File: src/rtl/gencon_defs.sv
// Shared calculator definitions: sequencer state encoding and operator codes.
package gencon_defs;

  typedef enum logic [1:0] {IDLE, EXEC_AS, MUL, DONE} seq_state_t;

  localparam logic [2:0] OP_NEG = 3'b001;
  localparam logic [2:0] OP_ADD = 3'b010;
  localparam logic [2:0] OP_SUB = 3'b011;
  localparam logic [2:0] OP_MUL = 3'b100;

endpackage

File: src/rtl/calc_addsub.sv
// Combinational (WIDTH+1)-bit adder; sub selects a + ~b + 1.
module calc_addsub #(
  parameter int WIDTH = 16
) (
  input  logic [WIDTH:0] a,
  input  logic [WIDTH:0] b,
  input  logic           sub,
  output logic [WIDTH:0] sum
);

  always_comb begin
    sum = a + (sub ? ~b : b) + {{WIDTH{1'b0}}, sub};
  end

endmodule

File: src/rtl/calc_op_sequencer.sv
// Calculator arithmetic sequencer: add/sub in one pass, radix-2 Booth multiply
// over WIDTH iterations, all through a single shared adder.
module calc_op_sequencer
  import gencon_defs::*;
#(
  parameter int WIDTH = 16
) (
  input  logic             clk,
  input  logic             nRST,
  input  logic             start,
  input  logic [2:0]       op,
  input  logic [WIDTH-1:0] operand_a,
  input  logic [WIDTH-1:0] operand_b,
  output logic             busy,
  output logic             done,
  output logic [WIDTH-1:0] result,
  output logic             overflow,
  output logic             op_error,
  output seq_state_t       seq_state
);

  localparam int CW = $clog2(WIDTH);

  seq_state_t       state, state_n;
  logic [2:0]       op_r, op_r_n;
  logic [WIDTH-1:0] a_r, a_r_n;
  logic [WIDTH:0]   acc, acc_n;
  logic [WIDTH-1:0] q, q_n;
  logic             q_m1, q_m1_n;
  logic [CW-1:0]    cnt, cnt_n;
  logic [WIDTH-1:0] result_n;
  logic             overflow_n, op_error_n;

  logic [WIDTH:0]   add_a, add_b, sum;
  logic             add_sub;
  logic             booth_add;
  logic [WIDTH:0]   acc_pre, acc_sh;
  logic [WIDTH-1:0] q_sh;
  logic [WIDTH:0]   mul_top;

  calc_addsub #(.WIDTH(WIDTH)) u_addsub (
    .a   (add_a),
    .b   (add_b),
    .sub (add_sub),
    .sum (sum)
  );

  // Adder input mux: Booth step by default, plain A±B during EXEC_AS.
  always_comb begin
    booth_add = q[0] ^ q_m1;
    add_a     = acc;
    add_b     = {a_r[WIDTH-1], a_r};
    add_sub   = q[0] & ~q_m1;
    if (state == EXEC_AS) begin
      add_a   = {a_r[WIDTH-1], a_r};
      add_b   = {q[WIDTH-1], q};
      add_sub = (op_r == OP_SUB);
    end
  end

  // Booth step: conditional add, then arithmetic shift of {acc, q, q_m1}.
  always_comb begin
    acc_pre = booth_add ? sum : acc;
    acc_sh  = {acc_pre[WIDTH], acc_pre[WIDTH:1]};
    q_sh    = {acc_pre[0], q[WIDTH-1:1]};
    mul_top = {acc_sh[WIDTH-1:0], q_sh[WIDTH-1]};
  end

  always_comb begin
    state_n    = state;
    op_r_n     = op_r;
    a_r_n      = a_r;
    acc_n      = acc;
    q_n        = q;
    q_m1_n     = q_m1;
    cnt_n      = cnt;
    result_n   = result;
    overflow_n = overflow;
    op_error_n = op_error;
    case (state)
      IDLE: begin
        if (start) begin
          op_r_n = op;
          a_r_n  = operand_a;
          q_n    = operand_b;
          q_m1_n = 1'b0;
          acc_n  = '0;
          cnt_n  = '0;
          case (op)
            OP_ADD, OP_SUB: state_n = EXEC_AS;
            OP_MUL:         state_n = MUL;
            default: begin
              state_n    = DONE;
              result_n   = '0;
              overflow_n = 1'b0;
              op_error_n = 1'b1;
            end
          endcase
        end
      end
      EXEC_AS: begin
        result_n   = sum[WIDTH-1:0];
        overflow_n = sum[WIDTH] ^ sum[WIDTH-1];
        op_error_n = 1'b0;
        state_n    = DONE;
      end
      MUL: begin
        acc_n  = acc_sh;
        q_n    = q_sh;
        q_m1_n = q[0];
        cnt_n  = cnt + CW'(1);
        if (cnt == CW'(WIDTH - 1)) begin
          cnt_n      = '0;
          result_n   = q_sh;
          overflow_n = ~((&mul_top) | ~(|mul_top));
          op_error_n = 1'b0;
          state_n    = DONE;
        end
      end
      DONE:    state_n = IDLE;
      default: state_n = IDLE;
    endcase
  end

  always_ff @(posedge clk or negedge nRST) begin
    if (!nRST) begin
      state    <= IDLE;
      op_r     <= '0;
      a_r      <= '0;
      acc      <= '0;
      q        <= '0;
      q_m1     <= 1'b0;
      cnt      <= '0;
      result   <= '0;
      overflow <= 1'b0;
      op_error <= 1'b0;
    end else begin
      state    <= state_n;
      op_r     <= op_r_n;
      a_r      <= a_r_n;
      acc      <= acc_n;
      q        <= q_n;
      q_m1     <= q_m1_n;
      cnt      <= cnt_n;
      result   <= result_n;
      overflow <= overflow_n;
      op_error <= op_error_n;
    end
  end

  always_comb begin
    busy      = (state == EXEC_AS) || (state == MUL);
    done      = (state == DONE);
    seq_state = state;
  end

endmodule

File: config.mk
export PLATFORM = sky130hd
export DESIGN_NAME = calc_op_sequencer
export DESIGN_NICKNAME = d
export VERILOG_FILES = /design/src/rtl/gencon_defs.sv /design/src/rtl/calc_addsub.sv /design/src/rtl/calc_op_sequencer.sv
export SDC_FILE = /design/constraint.sdc
export NUM_CORES = 1
export LEC_CHECK = 0
export CAP_MARGIN = 20
export CORE_MARGIN = 4
export CORE_UTILIZATION = 35
export DETAILED_ROUTE_END_ITERATION = 10
export PLACE_DENSITY_LB_ADDON = 0.1
export REMOVE_ABC_BUFFERS = 1
export SLEW_MARGIN = 20
export SYNTH_ARGS = -nofsm -noshare
export SYNTH_HDL_FRONTEND = slang
export SYNTH_SLANG_ARGS = --single-unit
File: constraint.sdc
create_clock -name clk -period 6.3 [get_ports clk]
set_clock_uncertainty 0.15 [all_clocks]
set_input_delay 0.945 -clock clk [delete_from_list [all_inputs] [get_ports clk]]
set_output_delay 0.945 -clock clk [all_outputs]
set_load 0.005 [all_outputs]
Word level (Yosys, flattened, before mapping). Index checks and enable logic that the tools add are counted.

Add/subtract/negate cells: 3. Equal/unequal tests: 11. Muxes and demuxes: 30. Bitwise operators: 8. Reduce and logical (&&, ||, !) cells: 12.

Operators with widths (count): two-way mux 17 bit (5); two-way mux 16 bit (4); one-hot mux 16 bit (3 select lines) (1); one-hot mux 17 bit (2 select lines) (1); one-hot mux 16 bit (2 select lines) (1); adder 17 x 1 -> 17 bit (1); adder 17 bit (1); inverter 17 bit (1); AND reduction 17 bit (1); OR reduction 17 bit (1); == test 3 x 2 -> 1 bit, second input constant (3); two-way mux 1 bit (8); two-way mux 4 bit (2); one-hot mux 2 bit (4 select lines) (1); one-hot mux 4 bit (2 select lines) (1); != test 2 bit, second input constant (3); one-hot mux 1 bit (3 select lines) (2); AND reduction 2 bit (3); adder 4 x 1 -> 4 bit, second input constant (1); == test 2 bit, second input constant (2); == test 4 bit, second input constant (1); two-way mux 2 bit (2); one-hot mux 2 bit (2 select lines) (1); AND reduction 4 bit (1); 13 further kinds (16).

Register bits after elaboration: 77. Input bits: 38.

Longest topological paths before layout.
Depth after elaboration: 13. Gate-level depth with buffers: 18. Mapped depth without buffers: 14.

Hierarchy. Synthesis repeated with hierarchy kept, for this count alone.

Cell total of the unflattened synthesis: 541. Area total of the unflattened synthesis: 5116.2 µm².

By module, submodules not included: calc_op_sequencer (times used 1, cells each 410, area each 4121.5 µm²); calc_addsub (times used 1, cells each 131, area each 994.7 µm²).

Worst setup path after synthesis. Ideal clock, no wire load.

Kind: register to register. Start point: reg state[1] (netlist: seq_state[1]). End point: reg overflow. Setup time: 129 ps. Arrival time: 4686 ps. Required time: 6021 ps. Path slack: 1335 ps. Stages on the path, launching flop included: 18. Period minus slack after synthesis: 4965 ps. Cells stage by stage: dfrtp_1 inv_1 ha_1 buf_2 clkbuf_1 mux2i_1 clkbuf_1 xor2_1 fa_1 a211oi_1 o21a_1 o21ai_0 or4b_2 nand3_1 nand4_1 nor4_1 and4_1 o31ai_1.

Longest elaborated chain between the ends: 13. Elaborated cells between the ends (all ways): 24. Those cells by class: add/sub (2); eq/ne (5); mux (7); bitwise (5); reduce/logical (5).

RTL lines: start: declaration (RTL line calc_op_sequencer.sv:24) `seq_state_t state, state_n;`; start signal: assignment (RTL line calc_op_sequencer.sv:138) `state <= state_n;`; == test 2 x 1 -> 1 bit (RTL line calc_op_sequencer.sv:54, calc_op_sequencer.sv:80); two-way mux 17 bit (RTL line calc_op_sequencer.sv:54) `if (state == EXEC_AS) begin`; inverter 17 bit (RTL line calc_addsub.sv:12) `sum = a + (sub ? ~b : b) + {{WIDTH{1'b0}}, sub};`; two-way mux 17 bit (RTL line calc_addsub.sv:12); adder 17 bit (RTL line calc_addsub.sv:12); adder 17 x 1 -> 17 bit (RTL line calc_addsub.sv:12); two-way mux 17 bit (RTL line calc_op_sequencer.sv:63) `acc_pre = booth_add ? sum : acc;`; OR reduction 17 bit (RTL line calc_op_sequencer.sv:115) `overflow_n = ~((&mul_top) | ~(|mul_top));`; inverter 1 bit (RTL line calc_op_sequencer.sv:115); bitwise OR 1 bit (RTL line calc_op_sequencer.sv:115); inverter 1 bit (RTL line calc_op_sequencer.sv:115); two-way mux 1 bit (RTL line calc_op_sequencer.sv:112) `if (cnt == CW'(WIDTH - 1)) begin`; one-hot mux 1 bit (3 select lines) (RTL line calc_op_sequencer.sv:80) `case (state)`; end signal: assignment (RTL line calc_op_sequencer.sv:146) `overflow <= overflow_n;`; end: declaration (RTL line calc_op_sequencer.sv:17) `output logic overflow,`.

Several ways; a longest one is shown, not always the timed one. The select of a mux whose other input is x is not followed. A chain may end at the register's enable or synchronous reset.

Worst setup path in the final report. Same ends and word-level chain as after synthesis.

==> results.ini <==
[finish]
diodes=0
final_common_cell=dfrtp_1
area_delta_synth_final_pct=21.88
drive_gt1_frac=0.1320
stdcell_area_um2=6141
multiInputGateArea_um2=2999
regArea_um2=1902
fillers=1388
finalNetCount=624
mostFrequentLayoutCells=dfrtp_1 (76), nand2_1 (65), clkdlybuf4s50_1 (58)

[cts]
ctsHtreeMaxLevel=3
cts_resized=0
cts-root-buf=clkbuf_16
tritoncts=done
clockBufferDepth=2
cts_buffers=9
post_cts_buffers=0
clk_pin_slew_ps=60
hold_buffers=0
clock-sinks=76
clock_latency_ps=350

[timing]
tns_ps=0
rsz0062_at_grt=no
slew_violations=0
setup_viol=0
worstMarginPinSlew_ps=1030
period_share=0.7124
min_period_ps=4488
fmax_mhz=222.8
final_hold_viol_count=0
slew_headroom=0.3114

[route]
avgRoutedWirePerCell_um=18.86
dr.pass1.iters=5
viasPerCell=5.492
drc_errors=0
drtIter0Drc=300
routed-via-count=4108
ant_nets=0
routed_wl_um=14110

[synth]
synth_top_cell_by_area=dfrtp_1
seq_area_frac_synth=0.3775
synth-edff-count=0
synth_ff_type=dfrtp_1
synth-seq-cells=76
ys_warn_count=0
synthArstFlopShare=1.000
synth_cells=517
syn_area_um2=5039
synth_cell_types=63
syn_avg_cell_area_um2=9.746
yosysTopAreaCellShare=0.3775
netlist_top_cells_area=dfrtp_1 (38%), mux2_2 (8.0%), mux2i_1 (7.5%)

[placement]
dp_hpwl_um=9981
place_area_um2=5801
port_buffers=59
gp_congestion=0.8827

[min_path]
hold_class=register to register

[worst_setup_path]
end_kind=register
cp.arrival_ps=4560
crit_path_max_fanout=29
critical_path_class=register to register
critPathLaunchType=register
required_ps=6370

[global_routing]
overflow=0
grt_max_degree=77
grt_pass1_wl_um=22890
antenna_found_initial=0
track_usage=0.1786
grt_pass1_vias=4143

[floorplan]
dieArea_um2=16380
core_um2=13990
dieWidth_um=128.0
dieHeight_um=128.0
io_pins=60
num_rows=43
initial_utilization=0.3602

[flow_run]
drv_cap=0

[run_status]
outcome=finished clean

## per-layer routing
metal / vias to the layer above / track usage / part of all wire
met5: - / 0 / 0
met2: 83 / 0.2763 / 0.46
li1: 1995 / - / -
met1: 2017 / 0.2516 / 0.49
met4: 0 / 0.05181 / 0.014
met3: 13 / 0.03875 / 0.043
## worst max-delay path, cell delays in order, from the launching register on
cell and delay (ps):
dfrtp_1 430, inv_1 120, ha_2 220, buf_4 360
mux2_2 420, fa_1 480, a211oi_1 360, o21a_1 240
o21ai_0 150, or4b_2 630, nand3_1 160, nand4_1 100
nor4_1 230, and4_1 230, o31ai_1 70
## path summary, 6_finish.rpt
kind / startpoint / endpoint / slack [ps] / depth (start not counted)
max reg2reg: seq_state[1] / overflow / 1810 / 14
max: seq_state[1] / overflow / 1810 / 14
max in group asynchronous: nRST / acc[15] / 5000 / 1
min: result[0] / result[0] / 330 / 2
min in group asynchronous: nRST / a_r[3] / 490 / 1
min reg2reg: result[0] / result[0] / 330 / 2
## through the flow
step           hold WS [ps]  worst slack, ps  instances  utilization
6_report              329.1             1812        748       0.4390
5_1_grt               348.9             1454        748       0.4390
4_1_cts               333.5             1813        748       0.4387
3_5_place_dp          319.8             1839        732       0.4147
3_3_place_gp          315.5             1930        732       0.4147
2_1_floorplan         309.0            294.6        486            -
## area by class of cell
type | count | area share
inverters | 9 | 0.005501
flip-flops and latches | 76 | 0.3097
well taps | 180 | 0.03667
multi-input cells | 401 | 0.4884
clock buffers | 12 | 0.04340
clock inverters | 4 | 0.01141
repair buffers | 66 | 0.1049
## cell usage after synthesis (all sizes together) (2+ instances only)
| cell | instances |
|---|---|
| xnor2 | 10 |
| o31ai | 8 |
| clkbuf | 23 |
| o211a | 2 |
| and2 | 2 |
| nor4b | 2 |
| o21a | 4 |
| nor2 | 16 |
| a21oi | 11 |
| nand4 | 7 |
| o211ai | 3 |
| ha | 22 |
| a22o | 16 |
| nor2b | 3 |
| nand2b | 5 |
| a31oi | 6 |
| xor2 | 20 |
| a211oi | 4 |
| and3 | 6 |
| o21ai | 50 |
| nor3b | 2 |
| a21o | 10 |
| a22oi | 13 |
| a221oi | 2 |
| nand4b | 2 |
| nor4 | 3 |
| o21bai | 2 |
| nand2 | 65 |
| mux2 | 37 |
| inv | 9 |
| dfrtp | 76 |
| nand3 | 6 |
| nor3 | 5 |
| buf | 8 |
| mux2i | 38 |
## cells by family after synthesis
kind of cell             Yosys count  share of synthesized area
AO/OA/AOI/OAI                    141                     0.1932
AND/OR/NAND/NOR                  132                     0.1281
flip-flops                        76                     0.3775
multiplexers                      75                     0.1589
buffers and inverters             40                    0.03153
XOR/XNOR                          30                    0.05215
adder cells (fa/ha/maj)           23                    0.05860
## registers in the layout, indices dropped and copies added (netlist names)
signal,count
q,16
op_r,3
a_r,16
seq_state,2
acc,16
overflow,1
cnt,4
result,16
op_error,1
q_m1,1
Power is not shown: default switching activity piles up to over one toggle a cycle in this logic, so the estimate is an artifact.
